**src/rtl/bridge_pkg.sv**
```systemverilog
// Shared definitions for the ASCII register bridge (host and device sides).
// Holds the framing constants, the FSM state encoding and the hex/ASCII helpers.
package bridge_pkg;

  localparam logic [7:0] PREAMBLE = 8'h4D;
  localparam logic [7:0] CR       = 8'h0D;
  localparam logic [7:0] LF       = 8'h0A;

  typedef logic [1:0] bridge_state_t;
  localparam bridge_state_t IDLE      = 2'd0;
  localparam bridge_state_t SEND      = 2'd1;
  localparam bridge_state_t WAIT_RESP = 2'd2;

  // Nibble to uppercase ASCII hex digit.
  function automatic logic [7:0] hex_to_ascii(input logic [3:0] n);
    if (n < 4'd10) return 8'h30 + {4'h0, n};
    return 8'h37 + {4'h0, n};
  endfunction

  // Uppercase hex digits only: '0'-'9', 'A'-'F'.
  function automatic logic is_hex(input logic [7:0] c);
    return ((c >= 8'h30) && (c <= 8'h39)) || ((c >= 8'h41) && (c <= 8'h46));
  endfunction

  // Only meaningful when is_hex(c) is true.
  function automatic logic [3:0] ascii_to_hex(input logic [7:0] c);
    logic [7:0] v;
    v = (c <= 8'h39) ? (c - 8'h30) : (c - 8'h37);
    return v[3:0];
  endfunction

endpackage

```
**src/rtl/bridge_resp_parser.sv**
```systemverilog
// Read-response parser: recognises 'M' D3 D2 D1 D0 CR LF and collects the data.
// Ports: clk, rst (async, active high), clear (sync restart), rx_data/rx_valid
// (byte stream), done/err (same-cycle completion flags, qualified by rx_valid),
// rdata (collected data, valid with done).
module bridge_resp_parser
  import bridge_pkg::*;
(
  input  logic        clk,
  input  logic        rst,
  input  logic        clear,
  input  logic [7:0]  rx_data,
  input  logic        rx_valid,
  output logic        done,
  output logic        err,
  output logic [15:0] rdata
);

  logic [2:0]  p_q;
  logic [15:0] shift_q;

  // Completion flags are decoded from the current byte so the owner can
  // respond on the very next edge.
  always_comb begin
    done = 1'b0;
    err  = 1'b0;
    if (rx_valid && !clear) begin
      case (p_q)
        3'd0:                   ;
        3'd1, 3'd2, 3'd3, 3'd4: err = !is_hex(rx_data);
        3'd5:                   err = (rx_data != CR);
        3'd6: begin
          done = (rx_data == LF);
          err  = (rx_data != LF);
        end
        default:                err = 1'b1;
      endcase
    end
  end

  // Position and data shift register; bytes before the preamble are noise.
  always_ff @(posedge clk or posedge rst) begin
    if (rst) begin
      p_q     <= '0;
      shift_q <= '0;
    end else if (clear) begin
      p_q     <= '0;
      shift_q <= '0;
    end else if (rx_valid) begin
      case (p_q)
        3'd0: if (rx_data == PREAMBLE) p_q <= 3'd1;
        3'd1, 3'd2, 3'd3, 3'd4: begin
          if (is_hex(rx_data)) begin
            shift_q <= {shift_q[11:0], ascii_to_hex(rx_data)};
            p_q     <= p_q + 3'd1;
          end
        end
        3'd5: if (rx_data == CR) p_q <= 3'd6;
        default: p_q <= '0;
      endcase
    end
  end

  assign rdata = shift_q;

endmodule

```
**src/rtl/bridge_host.sv**
```systemverilog
// Host side of the ASCII register bridge: serialises a parallel read/write
// request into "M AAAA [DDDD] CR LF" and parses the device's read response.
// Ports: clk, rst (async, active high); req_* (request handshake in);
// resp_* (1-cycle completion pulse out); tx_* (bytes to UART transmitter);
// rx_* (byte strobes from UART receiver).
module bridge_host
  import bridge_pkg::*;
#(
  parameter int unsigned TIMEOUT_CYCLES = 200000
) (
  input  logic        clk,
  input  logic        rst,
  input  logic [15:0] req_addr,
  input  logic [15:0] req_wdata,
  input  logic        req_rw,
  input  logic        req_valid,
  output logic        req_ready,
  output logic [15:0] resp_rdata,
  output logic        resp_valid,
  output logic        resp_error,
  output logic [7:0]  tx_data,
  output logic        tx_valid,
  input  logic        tx_ready,
  input  logic [7:0]  rx_data,
  input  logic        rx_valid
);

  localparam bit          TO_EN  = (TIMEOUT_CYCLES > 0);
  localparam int unsigned TW     = TO_EN ? $clog2(TIMEOUT_CYCLES + 1) : 1;
  localparam logic [TW-1:0] T_LAST = TW'(TO_EN ? TIMEOUT_CYCLES - 1 : 0);

  bridge_state_t state_q, state_d;
  logic [3:0]    idx_q, idx_d;
  logic [TW-1:0] cnt_q, cnt_d;
  logic [15:0]   addr_q, wdata_q;
  logic          rw_q;
  logic          accept;
  logic          rv_d, re_d;
  logic [15:0]   rd_d;
  logic [3:0]    last_idx;
  logic          p_clear, p_rx_valid, p_done, p_err;
  logic [15:0]   p_rdata;

  assign req_ready = (state_q == IDLE);
  assign tx_valid  = (state_q == SEND);
  assign last_idx  = rw_q ? 4'd10 : 4'd6;

  // Parser only sees bytes while a response is expected.
  assign p_clear    = (state_q != WAIT_RESP);
  assign p_rx_valid = rx_valid && (state_q == WAIT_RESP);

  bridge_resp_parser u_parser (
    .clk      (clk),
    .rst      (rst),
    .clear    (p_clear),
    .rx_data  (rx_data),
    .rx_valid (p_rx_valid),
    .done     (p_done),
    .err      (p_err),
    .rdata    (p_rdata)
  );

  // Next-state and completion logic.
  always_comb begin
    state_d = state_q;
    idx_d   = idx_q;
    cnt_d   = cnt_q;
    accept  = 1'b0;
    rv_d    = 1'b0;
    re_d    = 1'b0;
    rd_d    = '0;
    case (state_q)
      IDLE: begin
        if (req_valid) begin
          accept  = 1'b1;
          state_d = SEND;
          idx_d   = '0;
        end
      end
      SEND: begin
        if (tx_ready) begin
          if (idx_q == last_idx) begin
            idx_d = '0;
            if (rw_q) begin
              state_d = IDLE;
              rv_d    = 1'b1;
            end else begin
              state_d = WAIT_RESP;
              cnt_d   = '0;
            end
          end else begin
            idx_d = idx_q + 4'd1;
          end
        end
      end
      WAIT_RESP: begin
        if (TO_EN) cnt_d = cnt_q + TW'(1);
        // A completing LF beats a coincident timeout.
        if (p_done) begin
          state_d = IDLE;
          rv_d    = 1'b1;
          rd_d    = p_rdata;
        end else if (p_err || (TO_EN && (cnt_q == T_LAST))) begin
          state_d = IDLE;
          rv_d    = 1'b1;
          re_d    = 1'b1;
        end
      end
      default: state_d = IDLE;
    endcase
  end

  // State register.
  always_ff @(posedge clk or posedge rst) begin
    if (rst) state_q <= IDLE;
    else     state_q <= state_d;
  end

  // Datapath registers and registered response outputs.
  always_ff @(posedge clk or posedge rst) begin
    if (rst) begin
      idx_q      <= '0;
      cnt_q      <= '0;
      addr_q     <= '0;
      wdata_q    <= '0;
      rw_q       <= 1'b0;
      resp_valid <= 1'b0;
      resp_error <= 1'b0;
      resp_rdata <= '0;
    end else begin
      idx_q      <= idx_d;
      cnt_q      <= cnt_d;
      resp_valid <= rv_d;
      resp_error <= re_d;
      resp_rdata <= rd_d;
      if (accept) begin
        addr_q  <= req_addr;
        wdata_q <= req_wdata;
        rw_q    <= req_rw;
      end
    end
  end

  // Byte mux: byte index plus latched fields select the outgoing character.
  always_comb begin
    tx_data = 8'h00;
    if (state_q == SEND) begin
      case (idx_q)
        4'd0:    tx_data = PREAMBLE;
        4'd1:    tx_data = hex_to_ascii(addr_q[15:12]);
        4'd2:    tx_data = hex_to_ascii(addr_q[11:8]);
        4'd3:    tx_data = hex_to_ascii(addr_q[7:4]);
        4'd4:    tx_data = hex_to_ascii(addr_q[3:0]);
        4'd5:    tx_data = rw_q ? hex_to_ascii(wdata_q[15:12]) : CR;
        4'd6:    tx_data = rw_q ? hex_to_ascii(wdata_q[11:8]) : LF;
        4'd7:    tx_data = hex_to_ascii(wdata_q[7:4]);
        4'd8:    tx_data = hex_to_ascii(wdata_q[3:0]);
        4'd9:    tx_data = CR;
        4'd10:   tx_data = LF;
        default: tx_data = 8'h00;
      endcase
    end
  end

endmodule

```
**config.mk**
```make
export PLATFORM = sky130hd
export DESIGN_NAME = bridge_host
export DESIGN_NICKNAME = d
export VERILOG_FILES = /design/src/rtl/bridge_pkg.sv /design/src/rtl/bridge_resp_parser.sv /design/src/rtl/bridge_host.sv
export SDC_FILE = /design/constraint.sdc
export NUM_CORES = 1
export LEC_CHECK = 0
export BUFFER_PORTS_ARGS = -buffer_cell sky130_fd_sc_hd__buf_2
export CAP_MARGIN = 20
export CORE_UTILIZATION = 50
export CTS_BUF_LIST = sky130_fd_sc_hd__clkbuf_4 sky130_fd_sc_hd__clkbuf_8 sky130_fd_sc_hd__clkbuf_16
export CTS_CLUSTER_DIAMETER = 120
export DETAILED_ROUTE_END_ITERATION = 10
export PLACE_DENSITY = 0.74
export SYNTH_ARGS = -nofsm -noshare
export SYNTH_HDL_FRONTEND = slang
export SYNTH_SLANG_ARGS = --single-unit
```
**constraint.sdc**
```tcl
create_clock -name clk -period 2.7 [get_ports clk]
set_input_delay 0.135 -clock clk [delete_from_list [all_inputs] [get_ports clk]]
set_output_delay 0.135 -clock clk [all_outputs]
set_load 0.01 [all_outputs]
```
Word-level counts from Yosys, hierarchy flattened
Index checks and enable logic that the tools add are counted.
{ "totals": {"ff_bits": 94, "inputBits": 46, "output_inout_bits": 28, "wordCells": 187} }
{ "op_classes": {"add_sub_neg": 21, "order_cmp": 12, "n_eq_ne": 34, "mux": 87, "reduce_logical": 22} }
{ "ops": {"columns": ["cell", "count"], "rows": [
  ["8-bit 2-to-1 mux", 19],
  ["6-bit by 4-bit adder with 7-bit output (first input constant)", 16],
  ["16-bit 2-to-1 mux", 6],
  ["8-bit one-hot mux with 11 select lines", 1],
  ["18-bit 2-to-1 mux", 3],
  ["1-bit 2-to-1 mux", 36],
  ["18-bit one-hot mux with 2 select lines", 1],
  ["4-bit < comparator (second input constant)", 8],
  ["4-bit 2-to-1 mux", 5],
  ["18-bit by 1-bit adder with 18-bit output (second input constant)", 1],
  ["18-bit equality test (second input constant)", 1],
  ["4-bit by 3-bit equality test with 1-bit output (second input constant)", 4],
  ["8-bit by 4-bit equality test with 1-bit output (second input constant)", 2],
  ["8-bit by 4-bit != test with 1-bit output (second input constant)", 2],
  ["3-bit 2-to-1 mux", 5],
  ["4-bit equality test (second input constant)", 3],
  ["2-bit 2-to-1 mux", 6],
  ["4-bit AND reduction", 3],
  ["2-bit nonzero test", 5],
  ["3-bit equality test (second input constant)", 3],
  ["3-bit by 1-bit != test with 1-bit output (second input constant)", 3],
  ["3-bit one-hot mux with 3 select lines", 1],
  ["4-bit by 2-bit equality test with 1-bit output (second input constant)", 2],
  ["8-bit by 7-bit equality test with 1-bit output (second input constant)", 1],
  ["other kinds (29)", 39]
]} }

Logic depth before layout (Yosys ltp)
{ "depth": {"depth_word": 10, "mapped_depth": 10, "ltp_nobuf": 8} }

Modules after synthesis
A second synthesis with hierarchy kept.
{ "hier_totals": {"hier_cells": 598, "hier_area_um2": 5639.2} }
{ "by_module_without_submodules": {"columns": ["module", "n_inst", "cells_per_inst", "area_each_um2", "seq_area_each_um2"], "rows": [
  ["bridge_host", 1, 472, 4404.2, 1876.8],
  ["bridge_resp_parser", 1, 126, 1234.9, 475.5]
]} }

Least setup slack after synthesis
No wires, ideal clock.
{ "synth_path": {"path_type": "reg-to-reg", "startpoint": "register state_q[1]", "endpoint": "register cnt_q[5]", "setup_time_ns": 0.064, "t_arrival_ns": 1.995, "required_ns": 2.636, "setup_slack_ns": 0.641, "stages_incl_launch_ff": 9, "path_buffers": 1, "period_less_slack_ns": 2.059, "path_cell_list": "dfrtp_1 > inv_1 > ha_1 > nand2_1 > o31a_1 > buf_2 > or4_1 > a21oi_1 > a21o_1"} }
{ "synth_between": {"elab_chain_cells": 3, "word_cells_on_any_way": 8, "cone_classes": "eq/ne (5); mux (1); reduce/logical (2)"} }
{ "synth_lines": {"columns": ["element", "line", "rtl"], "rows": [
  ["start, declared", "bridge_host.sv:32", "bridge_state_t state_q, state_d;"],
  ["start signal, assigned", "bridge_host.sv:116", "else state_q <= state_d;"],
  ["2-bit by 1-bit equality test with 1-bit output (*)", null, null],
  ["net tx_valid", "bridge_host.sv:22", "output logic tx_valid,"],
  ["2-bit != test (no source line) (tied with other cells)", null, null],
  ["4-bit AND reduction (no source line)", null, null],
  ["end signal, assigned", "bridge_host.sv:132", "cnt_q <= cnt_d;"],
  ["end, declared", "bridge_host.sv:34", "logic [TW-1:0] cnt_q, cnt_d;"]
]} }
The timed path passes the listed nets; every way through them passes the cells marked *.
A chain may end at the register's enable or synchronous reset.

Worst setup path after layout
{ "layout_path": {"startpoint": "register idx_q[1]", "endpoint": "output port tx_data[3]"} }
{ "layout_between": {"elab_chain_cells": 3, "word_cells_on_any_way": 13, "cone_classes": "eq/ne (10); mux (2); reduce/logical (1)"} }
{ "layout_lines": {"columns": ["element", "line", "rtl"], "rows": [
  ["start, declared", "bridge_host.sv:33", "logic [3:0] idx_q, idx_d;"],
  ["start signal, assigned", "bridge_host.sv:131", "idx_q <= idx_d;"],
  ["4-bit equality test (tied with other cells)", "bridge_host.sv:148", "case (idx_q)"],
  ["8-bit one-hot mux with 11 select lines (*)", "bridge_host.sv:148", null],
  ["8-bit 2-to-1 mux (*)", "bridge_host.sv:147", "if (state_q == SEND) begin"],
  ["end, declared", "bridge_host.sv:21", "output logic [7:0] tx_data,"]
]} }
Mark *: on every way between the ends. The rest lies on a longest branch, timed or not.

==> flow_summary.ini <==
[die]
die_h_um = 106.8
fp.dieW_um = 106.8
core_um2 = 10510
initial_core_util_pct = 52.30
rows = 37
dieArea_um2 = 11420
ios = 74

[clock_tree]
cts_max_path_buffers = 2
cts_inserted_buffers = 9
postCtsSetupBuffers = 0
htreeDepth = 3
cts_tree = done
clkLatencyLatePin_ns = 0.38
cts.sinks = 94
cts_root_buffer = clkbuf_8
path_clk_slew_ns = 0.10

[detailed_routing]
vias = 4805
routedWlPerCell_um = 14.90
routed_wl_mm = 12.65
postRouteAntennaNets = 0
viasPerCell = 5.660
first_iter_violations = 474
drt_pre_antenna_iters = 5
post-route-drc-count = 0

[grt]
grt_antenna_before_repair = 0
grt_pass1_wl_mm = 21.74
grt-ovfl-total = 0
grt_pass1_vias = 4551
grtUsageTotal_pct = 24.21
grt_max_degree = 37

[critical_path]
worst_ep_arrival_time_ns = 2.35
end_kind = output pin
crit_type = reg2out
cp.required_ns = 2.57
cp_max_fo = 14
reg2reg_depth = 7
critPathLaunchType = flop

[final_layout]
fill_cells = 901
antenna_cells = 0
syn_to_final_growth_pct = 19.30
drive_gt1_share_pct = 21.04
final_common_cell = dfrtp_1
final_nets = 774
layout_common_cells = dfrtp_1, nand2_1, buf_2
stdcell_area_um2 = 6558

[synth]
synthesis.area_um2 = 5497
synth.net_count = 667
postSynthCellCount = 601
synth_ff_type = dfrtp_1
async_flop_share_pct = 100.0
synth.avg_cell_area_um2 = 9.146
ys_seq_area_share_pct = 42.80
synthDistinctLibCells = 71
synth-edff-count = 0
synth_seq_cells = 94
yosysWarnings = 0

[placed_design]
gp_congestion = 0.9983
dpl_cell_area_um2 = 6017
place.detailed.hpwl_mm = 9.139
io_buffers = 72

[sta]
slew_viol_final = 0
finalSetupViolCount = 0
finClkSkew_ns = 0.01107
fmax_mhz = 402.9
slew_headroom_pct = 57.99
rsz0062_at_grt = false
setup_tns_ns = 0
hold_violations = 0
fin_crit_sh_pct = 91.92
period_minus_slack_ns = 2.482
tightest_slew_ns = 0.6142

[outcome]
status = complete, no violations

[power]
p_leak_nw = 2.986
p_sw_share_pct = 40.82
p_sw_mw = 2.107
ir_drop_mv = 0.5176
pwr-share-seq_pct = 41.9
powerDensity_nw_per_um2 = 787.3
p_int_mw = 3.055
pwr-share-comb_pct = 40.6
p_clk_share_pct = 17.5

[run]
drv_cap = 0

[worst_hold_path]
hold_class = in2reg
min_delay_path_depth = 3
[power by group through the flow]
stage          registers [mW]  clock network (mW)  logic [mW]
5_1_grt                  2.23               0.984        2.32
3_3_place_gp             2.15                   0        1.98
6_report                 2.16               0.901        2.10
4_1_cts                  2.15               0.927        2.08
3_5_place_dp             2.18                   0        2.02
2_1_floorplan            2.00                   0        1.58
[kinds of logic after synthesis]
group           count (synthesis)  synth area share (%)
mux                            36                 7.307
compound gates                143                 16.35
other cells                     1               0.06822
fa+ha+maj                      20                 4.553
simple gates                  223                 20.44
buf+inv                        59                 4.507
flops                          94                 42.80
xor+xnor                       25                 3.984
[critical path: stages, from the launching register on]
cell	delay (ns)
dfrtp_2	0.52
or4b_2	0.74
nor2_1	0.18
a32oi_1	0.07
nand2_1	0.09
a2111oi_0	0.05
a21oi_1	0.18
buf_2	0.15
[per-layer routing]
layer	global-route usage [%]	part of all wire, %
met4	9.883	2.1
met2	36.96	45
met5	0	0
met3	4.316	5.9
met1	34.05	47
[stage by stage]
| step | power [mW] | instances | worst slack (ns) | hold slack, ns | utilization, % |
|---|---|---|---|---|---|
| floorplan | 3.578 | 601 | 0.1163 | 0.2856 | - |
| global placement | 4.129 | 799 | 0.4230 | 0.2124 | 57.26 |
| detailed placement | 4.203 | 799 | 0.3072 | 0.2174 | 57.26 |
| CTS | 5.157 | 849 | 0.1206 | 0.08868 | 62.26 |
| global route | 5.539 | 849 | 0.01266 | 0.08547 | 62.40 |
| finish | 5.163 | 849 | 0.2181 | 0.09518 | 62.40 |
[state kept, by name, summed over array words and instances, names as in the netlist]
name            flops
addr_q             16
cnt_q              18
idx_q               4
resp_error          1
resp_rdata         16
resp_valid          1
rw_q                1
state_q             2
u_parser.p_q        3
u_parser.rdata     16
wdata_q            16
[area by class of cell]
type                       count  area (µm²)  share of cell area, %
clock buffer                  10       131.4                  2.003
tap                          136       170.2                  2.595
clock inverter                 6       53.80                 0.8205
sequential                    94        2357                  35.95
inverter                      35       132.6                  2.023
multi-input combinational    448        2907                  44.32
timing repair buffer         120       805.8                  12.29
[final timing paths]
path	end	startpoint	slack, ns
worst max-delay path	tx_data[3]	idx_q[1]$_DFFE_PP0P_	0.22
worst min-delay path	u_parser.rdata[3]$_DFFE_PP0P_	rx_data[3]	0.1
worst max register to register	u_parser.p_q[2]$_DFFE_PP0P_	u_parser.p_q[1]$_DFFE_PP0P_	0.33
worst min register to register	resp_rdata[15]$_DFF_PP0_	u_parser.rdata[15]$_DFFE_PP0P_	0.50
max in group asynchronous	cnt_q[16]$_DFFE_PP0P_	rst	1.54
min in group asynchronous	resp_rdata[15]$_DFF_PP0_	rst	0.34
[cells in the mapped netlist (3+ instances only)]
master     instances  area (µm²)
dfrtp_1           94        2352
nand2_1           77       289.0
a21oi_1           49       245.2
nor2_1            48       180.2
inv_1             35       131.4
mux2_2            33       371.6
o21ai_0           33       165.2
and2_1            20       125.1
ha_1              20       250.2
xnor2_1           17       148.9
nand3_1           15       75.07
clkbuf_1          13       48.80
nor3_1            12       60.06
nand2b_1           8       50.05
nor2b_1            8       50.05
xor2_1             8       70.07
o21a_1             7       52.55
a2111oi_0          5       43.79
a211oi_1           5       37.54
a31oi_1            5       31.28
a21o_1             4       30.03
and3_1             4       25.02
buf_1              4       15.01
nor4_1             4       25.02
a32oi_1            3       26.28
buf_2              3       15.01
mux2i_1            3       30.03
nand4_1            3       18.77
nor4b_1            3       26.28
o22ai_1            3       18.77
o31ai_1            3       22.52
[timing repair]
action,4_1_cts,5_1_grt
resized for setup,0,6
endpoints found under the hold margin,67,0
endpoints found under the setup margin,0,5
hold buffers,34,0
Note: power is estimated with default switching activity, not from simulation.
